==> src/rtl/serv_io_mux.sv <==
// ---------------------------------------------------------------------------
// serv_io_mux
//
// Shares one group of PADS user IO pads between NCORES SERV cores. A small
// Wishbone register bank chooses which core owns the pads and gates each
// core's reset. Every ownership change passes through a guarded handover:
// all pads are tristated for GUARD_CYCLES cycles plus one switch cycle
// before the new owner is connected, so two cores never drive the pads at once.
//
// Optional feature macro: IO_MUX_SYNC_EN
//   defined   : pad_in passes through a 2-flop synchroniser before it is
//               routed to core_in (2 cycles extra input latency)
//   undefined : pad_in is routed combinationally to the active core
//
// Ports
//   wb_clk_i, wb_rst_ni      clock, asynchronous active-low reset
//   wbs_stb_i/cyc_i/we_i     Wishbone strobe, cycle, write enable
//   wbs_sel_i[3:0]           byte selects
//   wbs_adr_i[31:0]          address (block decodes adr[31:4] == ADDR_BASE[31:4])
//   wbs_dat_i[31:0]          write data
//   wbs_ack_o                one-cycle acknowledge
//   wbs_dat_o[31:0]          read data, valid with ack, 0 otherwise
//   pad_in/pad_out/pad_oeb   shared pad group (pad_oeb 1 = tristate)
//   core_out/core_oeb        per-core outputs, core i at [i*PADS +: PADS]
//   core_in                  pad input routed to the owning core
//   core_rst_n[NCORES-1:0]   per-core active-low reset
//
// Register map (adr[3:2])
//   0x0 CTRL    [2:0] sel (r/w), [31] busy (ro)
//   0x4 CORE_EN [NCORES-1:0] (r/w)
//   0x8 STATUS  [15:0] swcount (ro), [18:16] active_sel (ro)
//   0xC         reads 0, writes ignored
// ---------------------------------------------------------------------------
module serv_io_mux #(
   parameter int          NCORES       = 4,
   parameter int          PADS         = 5,
   parameter int          GUARD_CYCLES = 4,
   parameter logic [31:0] ADDR_BASE    = 32'h3000_0000
) (
   input  logic                     wb_clk_i,
   input  logic                     wb_rst_ni,
   input  logic                     wbs_stb_i,
   input  logic                     wbs_cyc_i,
   input  logic                     wbs_we_i,
   input  logic [3:0]               wbs_sel_i,
   input  logic [31:0]              wbs_adr_i,
   input  logic [31:0]              wbs_dat_i,
   output logic                     wbs_ack_o,
   output logic [31:0]              wbs_dat_o,
   input  logic [PADS-1:0]          pad_in,
   output logic [PADS-1:0]          pad_out,
   output logic [PADS-1:0]          pad_oeb,
   input  logic [NCORES*PADS-1:0]   core_out,
   input  logic [NCORES*PADS-1:0]   core_oeb,
   output logic [NCORES*PADS-1:0]   core_in,
   output logic [NCORES-1:0]        core_rst_n
);

   localparam int             GW         = (GUARD_CYCLES > 1) ? $clog2(GUARD_CYCLES) : 1;
   localparam logic [GW-1:0]  GUARD_LAST = GW'(GUARD_CYCLES - 1);
   localparam logic [3:0]     NCORES_L   = 4'(NCORES);

   typedef enum logic [1:0] {
      ST_ACTIVE = 2'd0,
      ST_DRAIN  = 2'd1,
      ST_SWITCH = 2'd2
   } state_e;

   state_e              state_q, state_d;
   logic [GW-1:0]       guard_q, guard_d;
   logic [2:0]          active_sel_q, active_sel_d;
   logic [2:0]          pending_sel_q, pending_sel_d;
   logic [NCORES-1:0]   core_en_q, core_en_d;
   logic [15:0]         swcount_q, swcount_d;
   logic                ack_q, ack_d;
   logic [31:0]         dat_q, dat_d;

   logic                hit;
   logic                access;
   logic                busy;
   logic [31:0]         rd_data;
   logic [PADS-1:0]     pad_route;
   logic                unused_ok;

   assign hit    = wbs_stb_i & wbs_cyc_i & (wbs_adr_i[31:4] == ADDR_BASE[31:4]);
   // An ack is never followed directly by another ack, so each access takes
   // at least two cycles and the master has time to drop its strobe.
   assign access = hit & ~ack_q;
   assign busy   = (state_q != ST_ACTIVE) || (pending_sel_q != active_sel_q);

   assign unused_ok = ^{wbs_sel_i[3:1], wbs_dat_i, wbs_adr_i[1:0]};

   // Register read mux
   always_comb begin
      rd_data = '0;
      case (wbs_adr_i[3:2])
         2'd0:    rd_data = {busy, 28'd0, pending_sel_q};
         2'd1:    rd_data[NCORES-1:0] = core_en_q;
         2'd2:    rd_data = {13'd0, active_sel_q, swcount_q};
         default: rd_data = '0;
      endcase
   end

   // Bus access: writes land on the same edge that raises the ack.
   // Only byte lane 0 carries writable bits (sel and core_en fit in 8 bits).
   always_comb begin
      ack_d         = 1'b0;
      dat_d         = '0;
      pending_sel_d = pending_sel_q;
      core_en_d     = core_en_q;
      if (access) begin
         ack_d = 1'b1;
         if (!wbs_we_i) begin
            dat_d = rd_data;
         end else if (wbs_sel_i[0]) begin
            case (wbs_adr_i[3:2])
               2'd0: begin
                  // Out-of-range selects are acked but dropped
                  if ({1'b0, wbs_dat_i[2:0]} < NCORES_L) begin
                     pending_sel_d = wbs_dat_i[2:0];
                  end
               end
               2'd1:    core_en_d = wbs_dat_i[NCORES-1:0];
               default: ;
            endcase
         end
      end
   end

   // Handover FSM. The new owner is taken from pending_sel only in SWITCH,
   // so writes during DRAIN simply retarget the handover (last write wins).
   // A write landing in SWITCH is caught by ACTIVE on the next cycle.
   always_comb begin
      state_d      = state_q;
      guard_d      = guard_q;
      active_sel_d = active_sel_q;
      swcount_d    = swcount_q;
      case (state_q)
         ST_ACTIVE: begin
            if (pending_sel_q != active_sel_q) begin
               state_d = ST_DRAIN;
               guard_d = '0;
            end
         end
         ST_DRAIN: begin
            if (guard_q == GUARD_LAST) begin
               state_d = ST_SWITCH;
            end else begin
               guard_d = guard_q + 1'b1;
            end
         end
         ST_SWITCH: begin
            active_sel_d = pending_sel_q;
            swcount_d    = swcount_q + 16'd1;
            state_d      = ST_ACTIVE;
         end
         default: state_d = ST_ACTIVE;
      endcase
   end

   always_ff @(posedge wb_clk_i or negedge wb_rst_ni) begin
      if (!wb_rst_ni) begin
         state_q       <= ST_ACTIVE;
         guard_q       <= '0;
         active_sel_q  <= '0;
         pending_sel_q <= '0;
         core_en_q     <= '0;
         swcount_q     <= '0;
         ack_q         <= 1'b0;
         dat_q         <= '0;
      end else begin
         state_q       <= state_d;
         guard_q       <= guard_d;
         active_sel_q  <= active_sel_d;
         pending_sel_q <= pending_sel_d;
         core_en_q     <= core_en_d;
         swcount_q     <= swcount_d;
         ack_q         <= ack_d;
         dat_q         <= dat_d;
      end
   end

`ifdef IO_MUX_SYNC_EN
   logic [PADS-1:0] sync1_q, sync2_q;

   // Keeps running in every state so the first sample after a handover is fresh
   always_ff @(posedge wb_clk_i or negedge wb_rst_ni) begin
      if (!wb_rst_ni) begin
         sync1_q <= '0;
         sync2_q <= '0;
      end else begin
         sync1_q <= pad_in;
         sync2_q <= sync1_q;
      end
   end

   assign pad_route = sync2_q;
`else
   assign pad_route = pad_in;
`endif

   // Pad routing. The combinational path is also qualified by wb_rst_ni so
   // the pads and core inputs go quiet the moment reset is asserted, not
   // only once the state flops have settled back to ACTIVE/sel 0.
   always_comb begin
      pad_out = '0;
      pad_oeb = '1;
      core_in = '0;
      if (wb_rst_ni && (state_q == ST_ACTIVE)) begin
         for (int i = 0; i < NCORES; i++) begin
            if (active_sel_q == 3'(i)) begin
               pad_out                 = core_out[i*PADS +: PADS];
               pad_oeb                 = core_oeb[i*PADS +: PADS] | {PADS{~core_en_q[i]}};
               core_in[i*PADS +: PADS] = pad_route;
            end
         end
      end
   end

   assign wbs_ack_o  = ack_q;
   assign wbs_dat_o  = dat_q;
   assign core_rst_n = core_en_q;

endmodule

==> config.mk <==
export PLATFORM = sky130hd
export DESIGN_NAME = serv_io_mux
export DESIGN_NICKNAME = d
export VERILOG_FILES = /design/src/rtl/serv_io_mux.sv
export SDC_FILE = /design/constraint.sdc
export NUM_CORES = 1
export LEC_CHECK = 0
export CELL_PAD_IN_SITES_DETAIL_PLACEMENT = 0
export CELL_PAD_IN_SITES_GLOBAL_PLACEMENT = 2
export CORE_ASPECT_RATIO = 0.6
export CORE_MARGIN = 4
export CORE_UTILIZATION = 22
export DETAILED_ROUTE_END_ITERATION = 8
export PLACE_DENSITY = 0.87
export SETUP_SLACK_MARGIN = 0.5
export SLEW_MARGIN = 10
export SYNTH_ARGS = -nofsm -noshare
export SYNTH_HDL_FRONTEND = slang
export SYNTH_SLANG_ARGS = --single-unit
==> constraint.sdc <==
create_clock -name wb_clk_i -period 3 [get_ports wb_clk_i]
set_input_delay 0.6 -clock wb_clk_i [delete_from_list [all_inputs] [get_ports wb_clk_i]]
set_output_delay 0.6 -clock wb_clk_i [all_outputs]
set_load 0.005 [all_outputs]
Word level (Yosys, flattened, before mapping):

Index checks and enable logic that the tools add are counted.
W data, S select, Z words.

* flip-flop bits (word level): 63
* input port bits: 118

* add/subtract/negate cells: 2
* order comparisons: 1
* eq/ne operators: 13
* multiplexer cells: 26
* bitwise gates (word level): 12
* reductions and logical operators: 11

Operators by type and width (number)
* $mux W5: 14
* $mux W32: 2
* $pmux W28 S2: 1
* $eq A28 B26 Y1 const B: 1
* $mux W20: 1
* $or A5 B5 Y5: 4
* $add A16 B1 Y16 const B: 1
* $pmux W4 S3: 1
* $mux W2: 4
* $pmux W2 S2: 2
* $eq A2 B2 Y1 const B: 3
* $eq A3 B2 Y1 const B: 2
* $ne A2 B2 Y1 const B: 3
* $not A1 Y1: 5
* $reduce_and A5 Y1: 1
* $eq A2 B1 Y1 const B: 2
* $logic_not A2 Y1: 2
* $reduce_and A4 Y1: 1
* $reduce_bool A2 Y1: 2
* $and A1 B1 Y1: 3
* $eq A3 B1 Y1 const B: 1
* $logic_not A3 Y1: 1
* $lt A3 B3 Y1 const B: 1
* $ne A3 B3 Y1: 1
* 6 further kinds: 6

Longest topological paths before layout:

* depth in word-level cells: 7
* depth in mapped cells: 5

Worst setup path after synthesis:

OpenSTA, ideal clock, no wires.

* kind: input to output
* start: input wb_rst_ni
* end: output core_in[0]
* arrival: 1.673 ns
* slack: 0.727 ns
* cell stages on the path: 4
* path buffers: 0
* cell sequence: nor3b_1 nand2b_1 nor3_1 and2_1

* word-level cells in the longest chain between the ends: 2

RTL lines
* start, declared: line 41 `input logic wb_rst_ni,`
* $logic_and A1 B1 Y1: line 209 `if (wb_rst_ni && (state_q == ST_ACTIVE)) begin`
* $mux W20: line 209
* end, declared: line 55 `output logic [NCORES*PADS-1:0] core_in,`

Every way passes these cells.

Worst setup path in the final report:

* start: input wb_rst_ni
* end: output core_in[1]

The elaborated chain is that of the path after synthesis.

==> results <==
==> state kept, by name (all words and copies together), names as in the netlist <==
| name | flops |
|---|---|
| guard_q | 2 |
| pending_sel_q | 3 |
| active_sel_q | 3 |
| swcount_q | 16 |
| wbs_ack_o | 1 |
| core_rst_n | 4 |
| wbs_dat_o | 20 |
| state_q | 2 |
==> layout by cell type (no fill, tap or decap), types with 4 or more instances in the layout <==
master,count
dlygate4sd2_1,11
nand4_1,4
clkdlybuf4s50_1,115
nor2_1,16
xor2_1,9
conb_1,12
nand2_1,13
o22a_1,5
dfrtp_2,4
dfrtp_1,47
o22ai_1,9
xnor2_1,9
o21ai_0,7
mux2_2,14
and3_1,4
mux2_4,4
nor4_4,7
dlymetal6s2s_1,7
and2_1,37
buf_4,14
clkbuf_16,5
==> per-stage QoR <==
step / setup WS (ns) / instances / hold slack, ns
6_report: 0.430 / 589 / 0.461
5_1_grt: 0.334 / 589 / 0.476
3_3_place_gp: 0.0754 / 573 / 0.452
4_1_cts: 0.333 / 588 / 0.464
2_1_floorplan: 0.727 / 274 / 0.304
3_5_place_dp: 0.0509 / 573 / 0.452
==> where the power goes <==
group          switching (mW)  leakage [nW]  internal (mW)
Combinational          0.0667          1.35          0.127
Sequential       0.0000000290         0.706          0.687
Clock                   0.249        0.0838          0.393
Total                   0.316          2.14           1.21
==> routing by layer <==
layer | up-vias | global-route usage [%] | routed length, um
met1 | 1158 | 15.9 | 4090
met4 | 0 | 1.97 | 21
li1 | 1222 | - | -
met5 | - | 0 | 0
met2 | 78 | 16.2 | 3770
met3 | 2 | 3.12 | 506
==> worst min path at each step <==
stage	to	startpoint	depth (start not counted)	slack (ns)
floorplan	active_sel_q[0]$_DFFE_PN0N_	wb_rst_ni	0	0.30
global placement	swcount_q[15]$_DFFE_PN0N_	swcount_q[15]$_DFFE_PN0N_	1	0.45
detailed placement	swcount_q[15]$_DFFE_PN0N_	swcount_q[15]$_DFFE_PN0N_	1	0.45
CTS	swcount_q[15]$_DFFE_PN0N_	swcount_q[15]$_DFFE_PN0N_	1	0.46
global route	swcount_q[15]$_DFFE_PN0N_	swcount_q[15]$_DFFE_PN0N_	1	0.48
finish	swcount_q[15]$_DFFE_PN0N_	swcount_q[15]$_DFFE_PN0N_	1	0.46
==> logic make-up (layout without fill, tap and decap cells) <==
| logic type | after synthesis | count (layout) |
|---|---|---|
| AND/OR/NAND/NOR | 116 | 116 |
| flip-flops | 51 | 51 |
| AO/OA/AOI/OAI | 31 | 31 |
| multiplexers | 22 | 22 |
| buffers and inverters | 22 | 167 |
| XOR/XNOR | 18 | 18 |
| adder cells (fa/ha/maj) | 2 | 2 |
| other | 1 | 12 |
==> area by class of cell <==
cell class                      count  area share, %
Clock buffer                        5           2.62
Clock inverter                      3          0.916
Inverter                            3          0.236
Sequential cell                    51           26.8
Tap cell                          170           4.45
Timing Repair Buffer              156           32.0
Multi-Input combinational cell    201           33.0
==> worst max-delay path, stage by stage <==
cell	delay, ns
buf_2	0.12
nor3b_2	0.19
buf_4	0.17
nand2b_4	0.06
nor3_4	0.16
and2_1	0.16
clkdlybuf4s50_1	0.51
==> timing repair <==
| item | 4_1_cts | 5_1_grt |
|---|---|---|
| setup buffers | 7 | 1 |
| setup endpoints to repair | 30 | 21 |
| gates resized for setup | 34 | 21 |
| pin swaps | 2 | 6 |
==> impl_results.md <==
* DR iter-0 viols at 87
* Die Area at 0.0150 mm^2
* Top FF cell, synth: dfrtp_1
* Post-synthesis simple-gate area fraction at 28.1%
* CP max FO at 5
* Mux cell area share after synthesis at a little under a tenth
* Synth area leaders: dfrtp_1 (44%), and2_1 (8.1%), mux2_2 (5.5%)
* Worst-skew pair later-pin latency at just under 0.3 ns
* Top cell type's share of synthesized area at 44.4%
* DRC errors left at 0
* Worst reg2reg path endpoint: pending_sel_q[1]$_DFFE_PN0P_
* Layout cells sized above 1 at between 10% and 20%
* Site Rows at 32
* Die H at ~97 um
* Pins over their slew limit at 0
* CP Launch Type: input port
* Most frequent cells after synthesis: dfrtp_1 (51), and2_1 (37), nor2_1 (18)
* Setup tns final at 0 ns
* WP data required at between 2 and 2.5 ns
* Flops & latches, synth at 51
* Remaining global-route overflow at 0
* Setup-failing EPs final at 0
* Worst reg2reg path depth at 4
* Critical path launch point: wb_rst_ni
* Reg area at between 0.001 and 0.0015 mm^2
* Worst-path clk slew at 0.07 ns
* CTS tree: built
* Mean Syn Cell Area at 10.9 um^2
* Initial Util at 22.4%
* Adder-Cell Fraction of Synth Area at less than 1%
* FILL cells at approximately 1300
* CP endpoint kind: output pin
* Worst Hold Class: register to register
* DP HPWL at approximately 7000 um
* Final core utilization at a little under two fifths
* Area of the multi-input gates at ~0.0016 mm^2
* Critical path destination: core_in[1]
* Placeable Area at 0.0128 mm^2
* Vias in the first global route at roughly 2400
* Area Overhead vs Synth at 66.3%
* PwrDens at about 320 mW/mm^2
* Largest net degree at the start of global routing at 52
* Final period utilization at ~86%
* Cell area after synthesis at 0.00288 mm^2
* GRT Total Usage at around 11%
* Unrepaired setup endpoints after global routing: yes
* Initial DRT Pass Iterations at 4
* DR WL/cell at around 14 um
* Reg2reg setup slack at 1.13 ns
* Post-synth ARST share at 100%
* Register area share after synthesis at roughly 44%
* Post-synth EDFFs at 0
* Worst-Margin Slew at 0.631 ns
* CTS max path bufs at 2
* Max-cap violations at 0
* Final nets at approximately 540
* Largest family of logic cells by synthesized area: simple AND/OR/NAND/NOR gates
* Setup Skew at 0.00492 ns
* Xor and xnor area share after synthesis at 5.48%
* H-tree Lvls at 2
* Max VDD drop at roughly 0.16 mV
* Status: completed
* LEAKAGE at roughly 2.1 nW
* First-pass GRT wire length at ~13000 um
* DR vias at approximately 2500
* Placed Instance Area at 0.00446 mm^2
* Highest clock rate at approximately 390 MHz
* Clock sink total at between 50 and 60
* # port buffers at 139
* Synth cell types at 42
* Top-count cell post-synth: dfrtp_1
* Routed WL at roughly 8400 um
* CTS Hold Bufs at 0
* Hold Vio Cnt, Final at 0
* Synth Area in Compound Gates at ~7.1%
* Critical Path AT at between 1.5 and 2 ns
* Syn Inst Count at 263
* Yosys warns at 0
* Critical path class: input port to output pin
* Slew headroom at between 50 and 60%
* Die width at ~160 um
* Fin area at roughly 0.0048 mm^2
* Root buf cell: clkbuf_16
* Vias per cell at approximately 4.2
* Cts bufs inserted at 5
* RR Startpoint: wbs_ack_o$_DFF_PN0_
* N_diodes at 0
* Initial antenna violation count at 0
* ANT nets after route at 0
* Fin crit period at roughly 2.6 ns
* Ports at ~190
* Pwr Total at around 1.5 mW
* Routability-driven placement congestion ratio at 0.730
* Synth area leader: dfrtp_1
(Power assumes the default switching activity.)
